**config.mk**
```make
export PLATFORM = sky130hd
export DESIGN_NAME = host_cycle_sync
export DESIGN_NICKNAME = d
export VERILOG_FILES = /design/src/rtl/host_cycle_sync.sv
export SDC_FILE = /design/constraint.sdc
export NUM_CORES = 1
export LEC_CHECK = 0
export BUFFER_PORTS_ARGS = -buffer_cell sky130_fd_sc_hd__buf_4
export CAP_MARGIN = 15
export CORE_UTILIZATION = 55
export CTS_CLUSTER_DIAMETER = 50
export DETAILED_ROUTE_END_ITERATION = 6
export HOLD_SLACK_MARGIN = 0.15
export PLACE_DENSITY = 0.77
export SYNTH_ARGS = -nofsm -noshare
export SYNTH_HDL_FRONTEND = slang
export SYNTH_SLANG_ARGS = --single-unit
```
**constraint.sdc**
```tcl
create_clock -name clk -period 2.1 [get_ports clk]
set_input_delay 0.21 -clock clk [delete_from_list [all_inputs] [get_ports clk]]
set_output_delay 0.21 -clock clk [all_outputs]
set_load 0.02 [all_outputs]
```
**src/rtl/host_cycle_sync.sv**
```systemverilog
// Fast-domain host bus-cycle sequencer: measures the host clock period from the edge pulse,
// tracks lock, and lets each CPU access occupy exactly one host cycle, edge to edge.
module host_cycle_sync #(
    parameter int unsigned CNT_W      = 8,
    parameter int unsigned MIN_PERIOD = 5
) (
    input  logic             clk,
    input  logic             srst_b,
    input  logic             edge_in,
    input  logic             req,
    output logic             hold,
    output logic             host_en,
    output logic             ack,
    output logic             err,
    output logic [CNT_W-1:0] period,
    output logic             locked
);

    typedef enum logic [1:0] {StIdle, StWaitEdge, StActive, StDone} state_e;

    localparam logic [CNT_W-1:0] CntMax    = '1;
    localparam logic [CNT_W-1:0] CntOne    = CNT_W'(1);
    localparam logic [CNT_W-1:0] MinPeriod = CNT_W'(MIN_PERIOD);

    state_e           state_q, state_d;
    logic [CNT_W-1:0] cnt_q, cnt_d;
    logic [CNT_W-1:0] period_q, period_d;
    logic             locked_q, locked_d;
    logic             prev_ok_q, prev_ok_d;
    logic             host_en_q, host_en_d;
    logic             ack_q, ack_d;
    logic             err_q, err_d;
    logic             cnt_sat;
    logic             ok;

    assign cnt_sat = (cnt_q == CntMax);
    assign ok      = (cnt_q >= MinPeriod) && !cnt_sat;

    // Period counter and lock; cnt stays 0 until the first edge so that edge never counts as valid.
    always_comb begin
        cnt_d     = cnt_q;
        period_d  = period_q;
        prev_ok_d = prev_ok_q;
        locked_d  = locked_q;
        if (edge_in) begin
            period_d  = cnt_q;
            cnt_d     = CntOne;
            prev_ok_d = ok;
            locked_d  = ok & prev_ok_q;
        end else if ((cnt_q != '0) && !cnt_sat) begin
            cnt_d = cnt_q + CntOne;
        end
        if (!edge_in && (cnt_d == CntMax)) begin
            locked_d  = 1'b0;
            prev_ok_d = 1'b0;
        end
    end

    always_comb begin
        state_d = state_q;
        err_d   = 1'b0;
        case (state_q)
            StIdle: begin
                if (req) state_d = StWaitEdge;
            end
            StWaitEdge: begin
                if (!req) begin
                    state_d = StIdle;
                end else if (edge_in && locked_q) begin
                    state_d = StActive;
                end
            end
            StActive: begin
                // A saturated counter means the host clock vanished mid-access.
                if (cnt_sat) begin
                    state_d = StDone;
                    err_d   = 1'b1;
                end else if (edge_in) begin
                    state_d = StDone;
                end
            end
            StDone: begin
                state_d = StIdle;
            end
            default: begin
                state_d = StIdle;
            end
        endcase
        host_en_d = (state_d == StActive);
        ack_d     = (state_d == StDone);
    end

    always_ff @(posedge clk) begin
        if (!srst_b) begin
            state_q   <= StIdle;
            cnt_q     <= '0;
            period_q  <= '0;
            locked_q  <= 1'b0;
            prev_ok_q <= 1'b0;
            host_en_q <= 1'b0;
            ack_q     <= 1'b0;
            err_q     <= 1'b0;
        end else begin
            state_q   <= state_d;
            cnt_q     <= cnt_d;
            period_q  <= period_d;
            locked_q  <= locked_d;
            prev_ok_q <= prev_ok_d;
            host_en_q <= host_en_d;
            ack_q     <= ack_d;
            err_q     <= err_d;
        end
    end

    assign hold    = srst_b & req & (state_q != StDone);
    assign host_en = host_en_q;
    assign ack     = ack_q;
    assign err     = err_q;
    assign period  = period_q;
    assign locked  = locked_q;

endmodule

```
Word level (Yosys, flattened, before mapping)
Cells that the tools add are included.
{ "classes": {"n_addsub": 1, "order_cmp": 1, "n_eq_ne": 8, "n_mux": 9, "bitwise": 4, "reduce_logical": 10} }
{ "ops": {"columns": ["op", "count"], "rows": [
  ["$eq 8x8->1 const B", 2],
  ["$mux 8", 2],
  ["$mux 2", 5],
  ["$add 8x1->8 const B", 1],
  ["$eq 2x2->1 const B", 4],
  ["$ge 8x3->1 const B", 1],
  ["$pmux 2 s4", 1],
  ["$reduce_bool 8->1", 1],
  ["$logic_and 1x1->1", 4],
  ["$and 1x1->1", 3],
  ["$eq 2x1->1 const B", 1],
  ["$logic_not 1->1", 2],
  ["$logic_not 2->1", 1],
  ["$ne 2x2->1 const B", 1],
  ["$reduce_and 2->1", 1],
  ["$reduce_or 2->1", 1],
  ["$mux 1", 1],
  ["$not 1->1", 1]
]} }
{ "word_totals": {"ff_bits": 23} }

Depth between registers and ports, before layout
Gate-level depths: netlist of the first run.
{ "logic_depth": {"ltp_word": 8, "depth_mapped": 7, "ltp_nobuf": 6} }

Worst setup path before layout of the first run
Ideal clock, no wire load.
{ "synth_path": {"kind": "reg2reg", "start": "register cnt_q[0]", "end": "register locked_q (netlist: locked)", "setup_time_ns": 0.134, "t_arrival_ns": 1.348, "slack_ns": 0.618, "path_stages_with_launch": 8, "n_path_buf": 2, "period_less_slack_ns": 1.482, "path_cell_list": "dfxtp_1 ha_1 buf_6 and3_1 buf_6 nand3_1 o221ai_1 a31oi_1"} }
{ "synth_via": {"elab_chain_len": 8} }
{ "synth_rtl": {"columns": ["element", "line_no", "source"], "rows": [
  ["start, declared", "26", "logic [CNT_W-1:0] cnt_q, cnt_d;"],
  ["start signal, assigned", "105", "cnt_q <= cnt_d;"],
  ["branches (longest 8 deep; another with $add 8x1->8)", null, null],
  ["end signal, assigned", "107", "locked_q <= locked_d;"],
  ["end, declared", "28", "logic locked_q, locked_d;"]
]} }
Several ways; the timed one is not identified.
A chain may end at the register's enable or synchronous reset.

Worst setup path in the final report of the first run
Same ends and word-level chain as after synthesis.

==> metrics.csv, run 1 <==
metric,value,unit
slew_headroom,71.5,%
async_flop_share,0,%
start_util,58.8,%
nets,147,
drc,0,
antenna_left,0,
drv_cap,0,
internal_power,0.000540,W
synth_seq_cells,23,
avgViaCountPerCell,6.10,
crit_buf_inv,0,
max_freq,572,MHz
fin_skew,0.00955,ns
dr.pass1.iters,4,
cts.htree.levels,1,
fin_crit_sh,83.3,%
power.share.sequential,62.9,%
comb_power_share,8.8,%
yosys.area.top_type,dfxtp_1,
cts_buffer_depth,2,
power.switching,0.000172,W
setup_viol,0,
dp_hpwl,1.74,mm
slew_viol_final,0,
finalWirelength,2.36,mm
crit_slowest_cell,dfxtp_1,
multi_input_area,603,um2
final_area,1270,um2
drt-wirelength-per-cell,14.2,um
core,1980,um2
leakage,0.533,nW
critical_path_class,reg -> reg,
synth-edff-count,0,
holdWs,0.213,ns
min_path_type,in -> reg,
max_stage_delay,0.45,ns
antenna_found_initial,0,
ys.flop_type,dfxtp_1,
yosysSeqAreaShare,39.5,%
synth_fp_nets,135,
diodes,0,
grt_pass1_wl,3.59,mm
clock-sinks,23,
floorplan.die_area,2310,um2
worstPathArrival,1.94,ns
cts_made_buffers,3,
gp_congestion,0.826,
syn_area,1170,um2
via_count,1013,
period_needed,1.75,ns
p_clk_share,28.2,%
outcome,"finished, final reports clean",
endpoint_kind,flip-flop,
dp_slack,0.389,ns
placed_area,1250,um2
syn_avg_cell_area,9.11,um2
portBuffers,16,
ctsResizeCount,0,
cts_tree,yes,
drtIter0Drc,28,
std_cell_rows,16,
grt_use_total,22.8,%
clk_latency,0.31,ns
drive_gt1_share,18.7,%
rsz0062_at_grt,no,
die_h,48.0,um
grt_pass1_vias,806,
regArea,460,um2
layout-area-overhead-vs-synth,9.23,%
ir_drop,459,uV
utilization,64.3,%
holdBufCountCts,0,
synth_cells,128,
critical_path_required,2.29,ns
path_cells,"ha_1, and3_1, nand3_1, o221ai_1, a31oi_1",
grt_max_degree,15,
synth_area_leaders,"dfxtp_1 (39%), mux2i_1 (7.7%), nor2_1 (4.5%)",
tns,0,ns
p_per_area,559,nW/um2
layout_commonest_cell,dfxtp_1,
fill_cells,165,
overflow,0,
tightest_slew,0.428,ns
critPathTopFamily,simple AND/OR/NAND/NOR gates,
fin_ws,0.350,ns
io_pins,17,
mostFrequentLayoutCells,"dfxtp_1 (23), buf_4 (16), nor2_1 (14)",
die_w,48.0,um
ys_types,39,
path_clk_slew,0.12,ns
synth_top_area_share,39.5,%
ys_warn_count,0,
clock-root-buffer,clkbuf_4,
crit_path_start_kind,flip-flop,
sw_frac_of_total,24.1,%
crit_fanout,7,
hold_viol,0,
cts_setup_buffers,0,
sequential cells by signal, indices dropped and copies added (netlist names):
signal	flops
ack	1
cnt_q	8
err	1
host_en	1
locked	1
period	8
prev_ok_q	1
state_q	2
worst min-delay path, cell delays in order:
cell     delay (ns)
buf_4          0.14
o31ai_2        0.07
a31oi_1        0.07
kinds of logic (layout without fill, tap and decap cells):
group | after synthesis | in the layout | synth area share (%)
adders and majority gates | 3 | 3 | 3.22
buffers and inverters | 17 | 28 | 8.80
muxes | 9 | 9 | 7.73
xor gates and xnor gates | 2 | 2 | 1.50
and+or+nand+nor | 48 | 48 | 23.6
AOI/OAI and AO/OA | 26 | 26 | 15.7
DFF | 23 | 23 | 39.5
routing by layer:
metal	vias up	routed length (um)	track usage, %
met3	9	144	3.40
li1	493	-	-
met4	0	71	13.3
met1	463	1070	30.4
met2	48	1070	34.9
met5	-	0	0
layout make-up:
class	instances	area share (%)
multi-input combinational	88	47.3
sequential	23	36.1
timing repair buffer	16	9.43
tap	27	2.65
inverter	8	2.36
clock buffer	4	2.06
cells in the mapped netlist (4+ instances only):
cell type,instances
inv_1,7
a21oi_1,4
nor2_1,14
dfxtp_1,23
mux2i_1,9
a31oi_1,6
nor2b_1,4
nand3_1,6
buf_4,4
nand4_1,5
stage by stage:
step                power (W)  instances
global route         0.000741        166
CTS                  0.000716        166
detailed placement   0.000519        162
floorplan            0.000500        128
global placement     0.000517        162
finish               0.000712        166
power groups by stage:
stage / clock [W] / combinational [W] / sequential, W
5_1_grt: 0.000224 / 0.0000677 / 0.000449
3_3_place_gp: 0 / 0.0000607 / 0.000457
6_report: 0.000201 / 0.0000629 / 0.000448
3_5_place_dp: 0 / 0.0000616 / 0.000457
2_1_floorplan: 0 / 0.0000416 / 0.000458
4_1_cts: 0.000207 / 0.0000620 / 0.000448
worst paths after layout:
| path | endpoint | cells after the start | startpoint | slack, ns |
|---|---|---|---|---|
| hold / removal | prev_ok_q$_SDFFE_PP0P_ | 3 | srst_b | 0.21 |
| setup reg to reg | locked$_SDFFE_PP0P_ | 5 | cnt_q[0]$_SDFF_PN0_ | 0.35 |
| setup / recovery | locked$_SDFFE_PP0P_ | 5 | cnt_q[0]$_SDFF_PN0_ | 0.35 |
| hold reg to reg | period[4]$_SDFFE_PN0P_ | 2 | period[4]$_SDFFE_PN0P_ | 0.52 |
No activity file was read; power rests on OpenSTA's default activity.
==> run 2: changes to the inputs <==
--- a/config.mk
+++ b/config.mk
@@ -7,11 +7,11 @@
 export LEC_CHECK = 0
 export BUFFER_PORTS_ARGS = -buffer_cell sky130_fd_sc_hd__buf_4
 export CAP_MARGIN = 15
-export CORE_UTILIZATION = 55
+export CORE_UTILIZATION = 49
 export CTS_CLUSTER_DIAMETER = 50
 export DETAILED_ROUTE_END_ITERATION = 6
 export HOLD_SLACK_MARGIN = 0.15
-export PLACE_DENSITY = 0.77
+export PLACE_DENSITY = 0.73
 export SYNTH_ARGS = -nofsm -noshare
 export SYNTH_HDL_FRONTEND = slang
 export SYNTH_SLANG_ARGS = --single-unit
==> constraint.sdc (replaced) <==
create_clock -name clk -period 1.42 [get_ports clk]
set_input_delay 0.142 -clock clk [delete_from_list [all_inputs] [get_ports clk]]
set_output_delay 0.142 -clock clk [all_outputs]
set_load 0.02 [all_outputs]
==> metrics.csv, run 2 (synthesis gave the netlist of run 1 again) <==
metric,value,unit
drv_cap,0,
clock-sinks,23,
drt-wirelength-per-cell,14.9,um
crit_fanout,6,
internal_power,0.000818,W
top_layer_used,met4,
period_needed,1.39,ns
grt_pass1_vias,1029,
start_util,52.2,%
crit_path_start_kind,flip-flop,
power.share.sequential,59.9,%
endpoint_kind,flip-flop,
antenna_left,0,
core,2230,um2
placed_area,1420,um2
std_cell_rows,17,
p_clk_share,28.5,%
max_freq,718,MHz
ir_drop,585,uV
max_stage_delay,0.41,ns
antenna_found_initial,0,
wl_met3,116,um
tightest_slew,0.398,ns
utilization,68.9,%
clk_latency,0.32,ns
fin_crit_sh,98.1,%
cts.htree.levels,1,
grt_pass1_wl,4.42,mm
dp_hpwl,1.99,mm
crit_buf_inv,0,
drt-met1-wl,1.28,mm
comb_power_share,11.6,%
die_h,50.8,um
setup_viol,0,
diodes,0,
clock-root-buffer,clkbuf_4,
crit_slowest_cell,dfxtp_4,
die_w,50.8,um
overflow,0,
reg2reg_slack,0.03,ns
grt_use_total,23.2,%
rsz0062_at_grt,yes,
dp_slack,-0.125,ns
drtIter0Drc,26,
slew_headroom,73.4,%
drc,0,
critPathTopFamily,flip-flops,
critical_path_required,1.63,ns
worstPathArrival,1.60,ns
cts_buffer_depth,2,
fin_total_pwr,0.00111,W
leakage,0.655,nW
critical_path_class,reg -> reg,
power.switching,0.000288,W
drive_gt1_share,41.0,%
min_path_type,in -> reg,
nets,169,
gp_congestion,0.852,
via_count,1094,
finalWirelength,2.82,mm
hold_viol,0,
io_pins,17,
fin_skew,0.00782,ns
path_cells,"ha_4, nand3_2, and3_4, o31ai_4, a31oi_1",
path_clk_slew,0.13,ns
p_per_area,718,nW/um2
fin_ws,0.0270,ns
layout-area-overhead-vs-synth,32.0,%
avgViaCountPerCell,5.79,
final_area,1540,um2
mostFrequentLayoutCells,"buf_4 (36), dfxtp_1 (16), nor2_1 (13)",
slew_viol_final,0,
portBuffers,16,
cts_tree,yes,
outcome,"finished, final reports clean",
floorplan.die_area,2580,um2
layout_commonest_cell,buf_4,
dr_wl_met2,1.37,mm
cts_made_buffers,3,
dr.pass1.iters,4,
grt_max_degree,15,
sw_frac_of_total,26.0,%
-- run 2: area by class of cell --
type | instances | area, um2
Tap cell | 28 | 35.0
Clock inverter | 1 | 5.00
Multi-Input combinational cell | 88 | 672
Timing Repair Buffer | 38 | 300
Sequential cell | 23 | 474
Inverter | 8 | 30.0
Clock buffer | 3 | 22.5
Fill cell | 179 | 694
-- run 2: worst register-to-register path, delay by kind of cell, from the launching register on --
kind	cells	cell delay (ns)
AND/OR/NAND/NOR	2	0.36
AO/OA/AOI/OAI	2	0.33
adder cells (fa/ha/maj)	1	0.18
flip-flops	1	0.41
-- run 2: metal layers --
metal,GRT usage [%],vias to the layer above
met5,0,-
met4,10.6,0
met3,3.64,11
met2,40.0,36
met1,27.9,513
li1,-,534
-- run 2: final timing paths --
path / cells after the start / endpoint / startpoint
worst min-delay path: 3 / period[3]$_SDFFE_PN0P_ / edge_in
worst max-delay path: 5 / prev_ok_q$_SDFFE_PP0P_ / cnt_q[0]$_SDFF_PN0_
worst min register to register: 2 / period[6]$_SDFFE_PN0P_ / period[6]$_SDFFE_PN0P_
worst max register to register: 5 / prev_ok_q$_SDFFE_PP0P_ / cnt_q[0]$_SDFF_PN0_
-- run 2: power by group through the flow --
| stage | clock (W) | combinational (W) | sequential [W] |
|---|---|---|---|
| floorplan | 0 | 0.0000621 | 0.000678 |
| global placement | 0 | 0.000108 | 0.000675 |
| detailed placement | 0 | 0.000111 | 0.000676 |
| CTS | 0.000312 | 0.000117 | 0.000662 |
| global route | 0.000335 | 0.000139 | 0.000664 |
| finish | 0.000315 | 0.000129 | 0.000663 |
-- run 2: timing repair --
item | CTS | global route
pin swaps | 4 | 5
endpoints found under the hold margin | 3 | 0
hold buffers | 1 | 0
setup endpoints to repair | 9 | 9
resized for setup | 8 | 14
setup buffers | 0 | 1
-- run 2: metrics by stage --
stage | std cells | setup TNS [ns] | hold slack, ns
finish | 189 | 0 | 0.222
global route | 189 | -0.0779 | 0.241
CTS | 188 | 0 | 0.234
detailed placement | 183 | -0.382 | 0.479
global placement | 183 | -0.0881 | 0.470
floorplan | 128 | 0 | 0.302
==> run 3: changes to the inputs <==
--- a/config.mk
+++ b/config.mk
@@ -7,11 +7,13 @@
 export LEC_CHECK = 0
 export BUFFER_PORTS_ARGS = -buffer_cell sky130_fd_sc_hd__buf_4
 export CAP_MARGIN = 15
+export CORE_MARGIN = 2
 export CORE_UTILIZATION = 49
 export CTS_CLUSTER_DIAMETER = 50
 export DETAILED_ROUTE_END_ITERATION = 6
 export HOLD_SLACK_MARGIN = 0.15
 export PLACE_DENSITY = 0.73
+export REMOVE_ABC_BUFFERS = 1
 export SYNTH_ARGS = -nofsm -noshare
 export SYNTH_HDL_FRONTEND = slang
 export SYNTH_SLANG_ARGS = --single-unit
==> metrics.csv, run 3 (synthesis gave the netlist of run 1 again) <==
metric,value,unit
cts.htree.levels,1,
path_cells,"ha_4, buf_6, xor2_2, nand3_1, o311ai_2, a31oi_1",
reg2reg_slack,-0.007,ns
clock-root-buffer,clkbuf_4,
antenna_left,0,
cts_tree,yes,
overflow,0,
ir_drop,559,uV
crit_slowest_cell,dfxtp_4,
diodes,0,
avgViaCountPerCell,5.95,
max_freq,701,MHz
mostFrequentLayoutCells,"buf_4 (34), dfxtp_1 (17), nor2_1 (14)",
crit_fanout,5,
critPathTopFamily,compound AO/OA/AOI/OAI gates,
worstPathArrival,1.65,ns
grt_pass1_wl,4.89,mm
slew_headroom,71.5,%
outcome,"complete, but fails checks",
rr_endpoint,prev_ok_q$_SDFFE_PP0P_,
cts_buffer_depth,2,
io_pins,17,
portBuffers,16,
start_util,52.2,%
die_h,52.8,um
via_count,1119,
fin_crit_sh,100,%
hold_depth,3,
drive_gt1_share,38.8,%
regArea,473,um2
dr.pass1.iters,4,
violations,setup timing,
cts_made_buffers,3,
critical_path_required,1.64,ns
worstHoldStart,edge_in,
drv_cap,0,
min_path_type,in -> reg,
max_stage_delay,0.40,ns
core,2230,um2
fin_ws,-0.00664,ns
grt_max_degree,15,
fin_skew,0.00914,ns
drc,0,
finalWirelength,2.93,mm
gp_congestion,0.875,
clock-sinks,23,
critical_path_class,reg -> reg,
endpoint_kind,flip-flop,
cts_setup_buffers,0,
drt-wirelength-per-cell,15.6,um
tns,-0.00751,ns
fill_cells,173,
drtIter0Drc,31,
grt_pass1_vias,1071,
std_cell_rows,17,
p_per_area,739,nW/um2
fin_total_pwr,0.00112,W
holdPathEnd,period[1]$_SDFFE_PN0P_,
setup_viol,2,
multi_input_area,656,um2
tightest_slew,0.427,ns
crit_path_start_kind,flip-flop,
rsz0062_at_grt,yes,
layout_commonest_cell,buf_4,
reg2regPathDepth,6,
layout-area-overhead-vs-synth,29.6,%
floorplan.die_area,2790,um2
rr_startpoint,cnt_q[0]$_SDFF_PN0_,
path_clk_slew,0.15,ns
grt_use_total,24.2,%
final_area,1510,um2
hold_viol,0,
placed_area,1400,um2
die_w,52.8,um
crit_buf_inv,1,
leakage,0.638,nW
clk_latency,0.33,ns
antenna_found_initial,0,
slew_viol_final,0,
nets,168,
period_needed,1.43,ns
dp_hpwl,2.06,mm
dp_slack,-0.161,ns
==> run 3: cell count changes in the layout (fill, tap and decap cells not counted), sizes merged <==
cell      delta
clkinv       -1
clkinvlp     +1
buf          -1
==> run 3: metal layers <==
layer  vias up  GRT usage (%)  share of wire (%)
met4         0           11.5                2.7
met3         9           5.43                6.0
li1        534              -                  -
met5         -              0                  0
met2        48           39.0                 50
met1       528           30.4                 42
==> run 3: timing repair <==
item | 4_1_cts | 5_1_grt
hold endpoints to repair | 3 | 0
endpoints found under the setup margin | 10 | 12
pin swaps | 6 | 8
resized for setup | 12 | 8
hold buffers | 1 | 0
==> run 3: cell type report <==
cell class	instances	area share (%)
Multi-Input combinational cell	88	43.4
Clock inverter	1	0.497
Sequential cell	23	31.3
Inverter	8	1.99
Timing Repair Buffer	37	19.0
Clock buffer	3	1.49
Tap cell	28	2.32
==> run 3: per-stage QoR <==
stage	instances	util [%]	hold WS, ns
detailed placement	183	62.6	0.476
global placement	183	62.6	0.476
CTS	188	66.6	0.231
global route	188	67.7	0.243
floorplan	119	-	0.294
finish	188	67.7	0.216
==> run 3: power breakdown <==
part           total (W)  internal, W  leakage, nW  switching [W]
Sequential      0.000662     0.000652        0.189      0.0000101
Combinational   0.000123    0.0000546        0.435      0.0000685
Clock           0.000332     0.000108       0.0139       0.000224
Total            0.00112     0.000815        0.638       0.000303
==> run 3: how the worst max path moves through the flow <==
| stage | start | to | slack [ns] | cells after the start |
|---|---|---|---|---|
| 2_1_floorplan | cnt_q[0]$_SDFF_PN0_ | locked$_SDFFE_PP0P_ | -0.10 | 5 |
| 3_5_place_dp | cnt_q[0]$_SDFF_PN0_ | prev_ok_q$_SDFFE_PP0P_ | -0.16 | 6 |
| 6_report | cnt_q[0]$_SDFF_PN0_ | prev_ok_q$_SDFFE_PP0P_ | -0.007 | 6 |
| 4_1_cts | cnt_q[5]$_SDFF_PN0_ | cnt_q[0]$_SDFF_PN0_ | -0.006 | 5 |
| 5_1_grt | cnt_q[1]$_SDFF_PN0_ | prev_ok_q$_SDFFE_PP0P_ | -0.08 | 6 |
| 3_3_place_gp | cnt_q[0]$_SDFF_PN0_ | prev_ok_q$_SDFFE_PP0P_ | -0.07 | 6 |
==> run 3: tightest hold or removal path, delay by kind of cell <==
family / cells / cell delay, ns
muxes: 1 / 0.10
and+or+nand+nor: 1 / 0.07
buffers and inverters: 1 / 0.21
